File: config.mk
export PLATFORM = sky130hd
export DESIGN_NAME = beta_regfile_mp_flat
export DESIGN_NICKNAME = d
export VERILOG_FILES = /design/src/rtl/beta_pkg.sv /design/src/rtl/beta_regfile_mp_if.sv /design/src/rtl/beta_rf_scoreboard.sv /design/src/rtl/beta_regfile_mp.sv /design/src/flat_wrapper.sv
export SDC_FILE = /design/constraint.sdc
export NUM_CORES = 2
export LEC_CHECK = 0
export CAP_MARGIN = 20
export CORE_MARGIN = 5
export CORE_UTILIZATION = 45
export CTS_CLUSTER_SIZE = 30
export DETAILED_ROUTE_END_ITERATION = 10
export GPL_TIMING_DRIVEN = 0
export PLACE_DENSITY_LB_ADDON = 0.25
export SETUP_SLACK_MARGIN = 0.3
export SLEW_MARGIN = 20
export SYNTH_ARGS = -nofsm -noshare
export SYNTH_HDL_FRONTEND = slang
export SYNTH_SLANG_ARGS = --single-unit
File: constraint.sdc
create_clock -name clk_i -period 3.75 [get_ports clk_i]
set_clock_uncertainty 0.1 [all_clocks]
set_input_delay 0.75 -clock clk_i [delete_from_list [all_inputs] [get_ports clk_i]]
set_output_delay 0.75 -clock clk_i [all_outputs]
set_load 0.005 [all_outputs]
File: src/rtl/beta_pkg.sv
// Shared constants, types and helpers for the beta core register file.
package beta_pkg;

    localparam int XLEN        = 32;
    localparam int RF_AW       = 5;
    localparam int RV32I_NREGS = 32;
    localparam int RV32E_NREGS = 16;

    typedef logic [RF_AW-1:0] rf_addr_t;

    // In RV32E mode the upper half of the address space does not exist.
    function automatic logic rf_addr_legal(input rf_addr_t addr, input int nregs);
        return (nregs == RV32I_NREGS) || !addr[RF_AW-1];
    endfunction

endpackage

File: src/rtl/beta_regfile_mp_if.sv
// Bundle of read, write and reserve signals between decode/writeback and the register file.
interface beta_regfile_mp_if
    import beta_pkg::*;
#(
    parameter int NREGS = 32,
    parameter int NRD   = 2,
    parameter int NWR   = 1
);
    rf_addr_t [NRD-1:0]            rs_addr_i;
    logic     [NRD-1:0][XLEN-1:0]  rs_data_o;
    logic     [NRD-1:0]            rs_busy_o;
    logic     [NWR-1:0]            wr_en_i;
    rf_addr_t [NWR-1:0]            wr_addr_i;
    logic     [NWR-1:0][XLEN-1:0]  wr_data_i;
    logic                          rsv_en_i;
    rf_addr_t                      rsv_addr_i;
    logic     [NREGS-1:0]          busy_o;
    logic                          illegal_o;

    modport master (
        output rs_addr_i, wr_en_i, wr_addr_i, wr_data_i, rsv_en_i, rsv_addr_i,
        input  rs_data_o, rs_busy_o, busy_o, illegal_o
    );

    modport slave (
        input  rs_addr_i, wr_en_i, wr_addr_i, wr_data_i, rsv_en_i, rsv_addr_i,
        output rs_data_o, rs_busy_o, busy_o, illegal_o
    );
endinterface

File: src/rtl/beta_rf_scoreboard.sv
// Per-register busy scoreboard: writes clear, reservations set, set beats clear.
module beta_rf_scoreboard
    import beta_pkg::*;
#(
    parameter int NREGS = 32,
    parameter int NWR   = 1
) (
    input  logic                  clk_i,
    input  logic                  rst_i,
    input  logic     [NWR-1:0]    clr_en_i,
    input  rf_addr_t [NWR-1:0]    clr_addr_i,
    input  logic                  set_en_i,
    input  rf_addr_t              set_addr_i,
    output logic     [NREGS-1:0]  busy_o
);
    localparam int IW = (NREGS == RV32E_NREGS) ? 4 : 5;

    logic [NREGS-1:0] busy_q;
    logic [NREGS-1:0] busy_d;

    // Clears first, then the reservation, so a same-cycle new producer keeps the bit set.
    always_comb begin
        busy_d = busy_q;
        for (int p = 0; p < NWR; p++) begin
            if (clr_en_i[p]) begin
                busy_d[clr_addr_i[p][IW-1:0]] = 1'b0;
            end
        end
        if (set_en_i) begin
            busy_d[set_addr_i[IW-1:0]] = 1'b1;
        end
    end

    // Busy vector register; reset drops every outstanding reservation.
    always_ff @(posedge clk_i) begin
        if (rst_i) begin
            busy_q <= '0;
        end else begin
            busy_q <= busy_d;
        end
    end

    assign busy_o = busy_q;

endmodule

File: src/rtl/beta_regfile_mp.sv
// Multi-port integer register file with optional RV32E mode, write bypass and busy scoreboard.
module beta_regfile_mp
    import beta_pkg::*;
#(
    parameter int NREGS  = 32,
    parameter int NRD    = 2,
    parameter int NWR    = 1,
    parameter int BYPASS = 1
) (
    input  logic              clk_i,
    input  logic              rst_i,
    beta_regfile_mp_if.slave  rf
);
    localparam int IW = (NREGS == RV32E_NREGS) ? 4 : 5;

    if (!(NREGS == RV32I_NREGS || NREGS == RV32E_NREGS) || NRD < 1 || NRD > 4
        || NWR < 1 || NWR > 2) begin : g_bad_params
        $fatal(1, "beta_regfile_mp: unsupported NREGS/NRD/NWR combination");
    end

    logic [XLEN-1:0]  regs_q [NREGS];
    logic [XLEN-1:0]  regs_d [NREGS];
    logic [NWR-1:0]   wr_ok;
    logic             rsv_ok;
    logic [NREGS-1:0] busy_vec;
    logic             illegal_q;
    logic             illegal_d;
    logic             any_illegal;

    // Qualified requests: enabled, legal, not x0, and not in a reset cycle.
    always_comb begin
        wr_ok = '0;
        for (int p = 0; p < NWR; p++) begin
            wr_ok[p] = !rst_i && rf.wr_en_i[p] && rf_addr_legal(rf.wr_addr_i[p], NREGS)
                       && (rf.wr_addr_i[p] != '0);
        end
        rsv_ok = !rst_i && rf.rsv_en_i && rf_addr_legal(rf.rsv_addr_i, NREGS)
                 && (rf.rsv_addr_i != '0);
    end

    // Storage next state; later ports overwrite earlier ones on a collision.
    always_comb begin
        for (int i = 0; i < NREGS; i++) begin
            regs_d[i] = regs_q[i];
        end
        for (int p = 0; p < NWR; p++) begin
            if (wr_ok[p]) begin
                regs_d[rf.wr_addr_i[p][IW-1:0]] = rf.wr_data_i[p];
            end
        end
    end

    // Register storage with synchronous clear.
    always_ff @(posedge clk_i) begin
        for (int i = 0; i < NREGS; i++) begin
            if (rst_i) begin
                regs_q[i] <= '0;
            end else begin
                regs_q[i] <= regs_d[i];
            end
        end
    end

    beta_rf_scoreboard #(
        .NREGS (NREGS),
        .NWR   (NWR)
    ) u_scoreboard (
        .clk_i      (clk_i),
        .rst_i      (rst_i),
        .clr_en_i   (wr_ok),
        .clr_addr_i (rf.wr_addr_i),
        .set_en_i   (rsv_ok),
        .set_addr_i (rf.rsv_addr_i),
        .busy_o     (busy_vec)
    );

    assign rf.busy_o = busy_vec;

    for (genvar gi = 0; gi < NRD; gi++) begin : g_rd
        logic [XLEN-1:0] rd_data;
        logic            rd_busy;
        rf_addr_t        ra;

        assign ra = rf.rs_addr_i[gi];

        // Read mux: x0 and nonexistent registers read as zero and idle; bypass overrides storage.
        always_comb begin
            rd_data = '0;
            rd_busy = 1'b0;
            if (rf_addr_legal(ra, NREGS) && (ra != '0)) begin
                rd_data = regs_q[ra[IW-1:0]];
                rd_busy = busy_vec[ra[IW-1:0]];
            end
            if (BYPASS != 0) begin
                for (int p = 0; p < NWR; p++) begin
                    if (wr_ok[p] && (rf.wr_addr_i[p] == ra)) begin
                        rd_data = rf.wr_data_i[p];
                        rd_busy = 1'b0;
                    end
                end
            end
        end

        assign rf.rs_data_o[gi] = rd_data;
        assign rf.rs_busy_o[gi] = rd_busy;
    end

    // Detect any access to a nonexistent register this cycle.
    always_comb begin
        any_illegal = 1'b0;
        for (int r = 0; r < NRD; r++) begin
            if (!rf_addr_legal(rf.rs_addr_i[r], NREGS)) begin
                any_illegal = 1'b1;
            end
        end
        for (int p = 0; p < NWR; p++) begin
            if (rf.wr_en_i[p] && !rf_addr_legal(rf.wr_addr_i[p], NREGS)) begin
                any_illegal = 1'b1;
            end
        end
        if (rf.rsv_en_i && !rf_addr_legal(rf.rsv_addr_i, NREGS)) begin
            any_illegal = 1'b1;
        end
        illegal_d = illegal_q | any_illegal;
    end

    // Sticky illegal-access flag, cleared only by reset.
    always_ff @(posedge clk_i) begin
        if (rst_i) begin
            illegal_q <= 1'b0;
        end else begin
            illegal_q <= illegal_d;
        end
    end

    assign rf.illegal_o = illegal_q;

endmodule

File: src/flat_wrapper.sv
// flat-port wrapper written by rule: the top's interface ports become plain ports
module beta_regfile_mp_flat import beta_pkg::*;
#(
    parameter int NREGS  = 32,
    parameter int NRD    = 2,
    parameter int NWR    = 1,
    parameter int BYPASS = 1
)
  (clk_i, rst_i, rf_rs_addr_i, rf_wr_en_i, rf_wr_addr_i, rf_wr_data_i, rf_rsv_en_i, rf_rsv_addr_i, rf_rs_data_o, rf_rs_busy_o, rf_busy_o, rf_illegal_o);
  beta_regfile_mp_if #(.NREGS(NREGS), .NRD(NRD), .NWR(NWR)) rf_i ();
  input  logic clk_i;
  input  logic rst_i;
  input wire logic [$bits(rf_i.rs_addr_i)-1:0] rf_rs_addr_i;
  input wire logic [$bits(rf_i.wr_en_i)-1:0] rf_wr_en_i;
  input wire logic [$bits(rf_i.wr_addr_i)-1:0] rf_wr_addr_i;
  input wire logic [$bits(rf_i.wr_data_i)-1:0] rf_wr_data_i;
  input wire logic [$bits(rf_i.rsv_en_i)-1:0] rf_rsv_en_i;
  input wire logic [$bits(rf_i.rsv_addr_i)-1:0] rf_rsv_addr_i;
  output wire logic [$bits(rf_i.rs_data_o)-1:0] rf_rs_data_o;
  output wire logic [$bits(rf_i.rs_busy_o)-1:0] rf_rs_busy_o;
  output wire logic [$bits(rf_i.busy_o)-1:0] rf_busy_o;
  output wire logic [$bits(rf_i.illegal_o)-1:0] rf_illegal_o;
  assign rf_i.rs_addr_i = rf_rs_addr_i;
  assign rf_i.wr_en_i = rf_wr_en_i;
  assign rf_i.wr_addr_i = rf_wr_addr_i;
  assign rf_i.wr_data_i = rf_wr_data_i;
  assign rf_i.rsv_en_i = rf_rsv_en_i;
  assign rf_i.rsv_addr_i = rf_rsv_addr_i;
  assign rf_rs_data_o = rf_i.rs_data_o;
  assign rf_rs_busy_o = rf_i.rs_busy_o;
  assign rf_busy_o = rf_i.busy_o;
  assign rf_illegal_o = rf_i.illegal_o;
  beta_regfile_mp #(.NREGS(NREGS), .NRD(NRD), .NWR(NWR), .BYPASS(BYPASS)) u_core (.clk_i(clk_i), .rst_i(rst_i), .rf(rf_i));
endmodule
==> run_results.csv <==
group,metric,value,unit
yosys,yosysTopAreaCell,"dfxtp_1",
timing,holdWs,0.308,ns
power,internal_power,20.1,mW
power,combPwrFrac,14.6,%
place,portBuffers,113,
grt,grt_usage,46.4,%
floorplanning,initial_core_util,45.3,%
timing,fin_tns_setup,-1.26,ns
yosys,synth_area_leaders,"dfxtp_1 40%, mux4_2 20%, nand2_1 14%, a21oi_1 9.3%, mux2i_1 4.6%",
timing,post-route-period-util,104,%
route,first_iter_violations,12100,
clock_tree,cts_max_path_buffers,3,
yosys,netlist_top_cells_count,"2025 x nand2_1, 1056 x dfxtp_1, 993 x a21oi_1",
floorplanning,top_level_ports,155,
timing,setup_ws,-0.151,ns
critical_path,critPathMaxFanout,7,
clock_tree,cts_tree,"yes",
clock_tree,cts_sinks,1056,
layout,area_growth,30.3,%
power,leakagePower,23.4,nW
job,cap_violations,0,
yosys,yosysWarningCount,0,
yosys,synth_area,53400,sq um
yosys,ys.flop_type,"dfxtp_1",
floorplanning,num_rows,126,
power,power,28.0,mW
timing,slew_headroom,7.91,%
place,gp_congestion,1.09,
layout,final_util,59.0,%
clock_tree,htreeDepth,3,
floorplanning,core,118000,sq um
floorplanning,die_area,126000,sq um
min_path,holdCritPathClass,"in -> reg",
layout,nets,6665,
grt,grt_max_degree,16,
timing,finalMaxSlewViolations,0,
timing,finalCriticalPeriod,3.90,ns
route,drc_errors,0,
grt,grt_overflow,0,
power,power_density,402,nW/um^2
power,switchingPower,7.92,mW
clock_tree,cts_root_buf,"clkbuf_16",
route,dr_total_vias,58500,
route,wl_per_cell,36.9,um
route,wl,306000,um
critical_path,crit_type,"in -> out",
place,hpwl,208000,um
power,clock_power_share,45.0,%
grt,grt_first_pass_wirelength,411000,um
run_status,violations,"setup timing",
yosys,synth_edf_count,0,
critical_path,critPathRequiredTime,2.90,ns
layout,drive_above_1_share,24.6,%
critical_path,critical_path_arrival,3.05,ns
yosys,netlist_instances,6028,
run_status,status,"complete, but fails checks",
grt,grt_pass1_vias,53000,
power,peakVddDrop,0.000371,V
layout,n_fill_cell,9943,
yosys,post-synth-top-count-cell,"nand2_1",
yosys,async_flop_share,0,%
yosys,synth_area_per_cell,8.86,sq um
yosys,synth_cell_types,41,
timing,hold_viol,0,
yosys,yosysSeqAreaShare,39.6,%
critical_path,endpoint_kind,"output port",
timing,grt_setup_unrepaired,"true",
floorplanning,die_w,355,um
layout,multiInputGateArea,31900,sq um
yosys,syn_nets,6084,
power,pwr-share-seq,40.4,%
route,first_pass_iters,10,
timing,tightest_slew,1.38,ns
yosys,ys_ff_latch,1056,
clock_tree,clk_pin_slew,0.06,ns
clock_tree,clk_latency,0.76,ns
floorplanning,die_h,355,um
clock_tree,cts-buffers-inserted,118,
grt,grt_antenna_before_repair,24,
layout,seq_area,21100,sq um
route,ant_nets,0,
timing,max_freq,256,MHz
critical_path,startpoint_type,"primary input",
timing,setup_viol_count_final,37,
power,swShare,28.3,%
yosys,synth_top_area_share,39.6,%
route,via_per_inst,7.07,
==> cell families after synthesis <==
kind of cell	Yosys count	share of synthesized area, %
xor+xnor	10	0.164
buf+inv	639	5.10
flops	1056	39.6
other cells	1	0.00702
simple gates	2290	16.6
mux	722	24.6
compound gates	1310	13.9
==> power by group through the flow <==
stage,clock network [mW],registers (mW),logic [mW]
6_report,12.6,11.3,4.09
5_1_grt,12.8,11.3,3.97
4_1_cts,12.4,11.3,3.62
3_5_place_dp,0,11.5,2.75
2_1_floorplan,0,11.5,1.33
3_3_place_gp,0,11.5,2.74
==> sequential cells by signal (all words and copies together) (netlist names) <==
register,cells
u_core.u_scoreboard.busy_o,32
u_core.regs_q,1024
==> worst max-delay path, stage by stage <==
cell and delay (ns):
buf_16 0.18, buf_16 0.16, buf_16 0.14, buf_12 0.14, buf_4 0.16, mux4_2 0.34, mux2i_4 0.48, a22oi_2 0.19
a32o_2 0.36, buf_6 0.13
==> placed cells by master (no fill, tap or decap), types with 38 or more instances in the layout <==
cell type / count
nand2_1: 2011
dfxtp_1: 1056
a21oi_1: 977
mux4_2: 474
clkbuf_1: 438
buf_4: 157
mux2i_1: 153
buf_6: 131
nor2_1: 131
clkbuf_16: 127
buf_12: 120
a22oi_1: 85
mux2i_4: 65
buf_16: 64
a32o_2: 57
buf_8: 52
buf_2: 51
clkbuf_8: 46
nor2b_1: 40
o22ai_1: 39
clkdlybuf4s50_1: 38
==> metrics by stage <==
stage               std cells  instance area (sq um)  setup WS (ns)
floorplan                6028                  53400          0.562
global placement         7677                  56500          -2.14
detailed placement       7683                  56600          -2.07
CTS                      8182                  68300        -0.0308
global route             8245                  69600        -0.0660
finish                   8275                  69600         -0.151
==> repair_timing <==
| item | 4_1_cts | 5_1_grt |
|---|---|---|
| setup endpoints to repair | 391 | 76 |
| gates resized for setup | 1443 | 105 |
| endpoints found under the hold margin | 0 | 0 |
| pin swaps | 182 | 110 |
| setup buffers | 262 | 60 |
| cloned | 18 | 2 |
| hold buffers | 0 | 0 |
==> worst paths after layout <==
check / start / to / slack, ns / cells after the start
setup / recovery: rf_rs_addr_i[0] / rf_rs_data_o[8] / -0.15 / 10
hold / removal: rf_wr_data_i[31] / u_core.regs_q[16][31] / 0.31 / 3
setup reg to reg: u_core.u_scoreboard.busy_o[16] / u_core.u_scoreboard.busy_o[16] / 2.87 / 2
hold reg to reg: u_core.regs_q[20][31] / u_core.regs_q[20][31] / 0.36 / 2
==> cell type report <==
type	instances	share of cell area, %
diodes	31	0.111
flip-flops and latches	1056	30.4
repair buffers	461	7.82
clock inverters	50	0.893
plain buffers	637	7.26
inverters	2	0.0216
multi-input cells	4333	45.8
well taps	1536	2.76
clock buffers	169	4.98
==> metal layers <==
metal	global-route usage (%)	routed length, um
met5	0.615	534
met4	42.0	37600
met3	24.4	56000
met2	60.8	114000
met1	54.2	97100
Note: power is estimated with default switching activity, not from simulation.
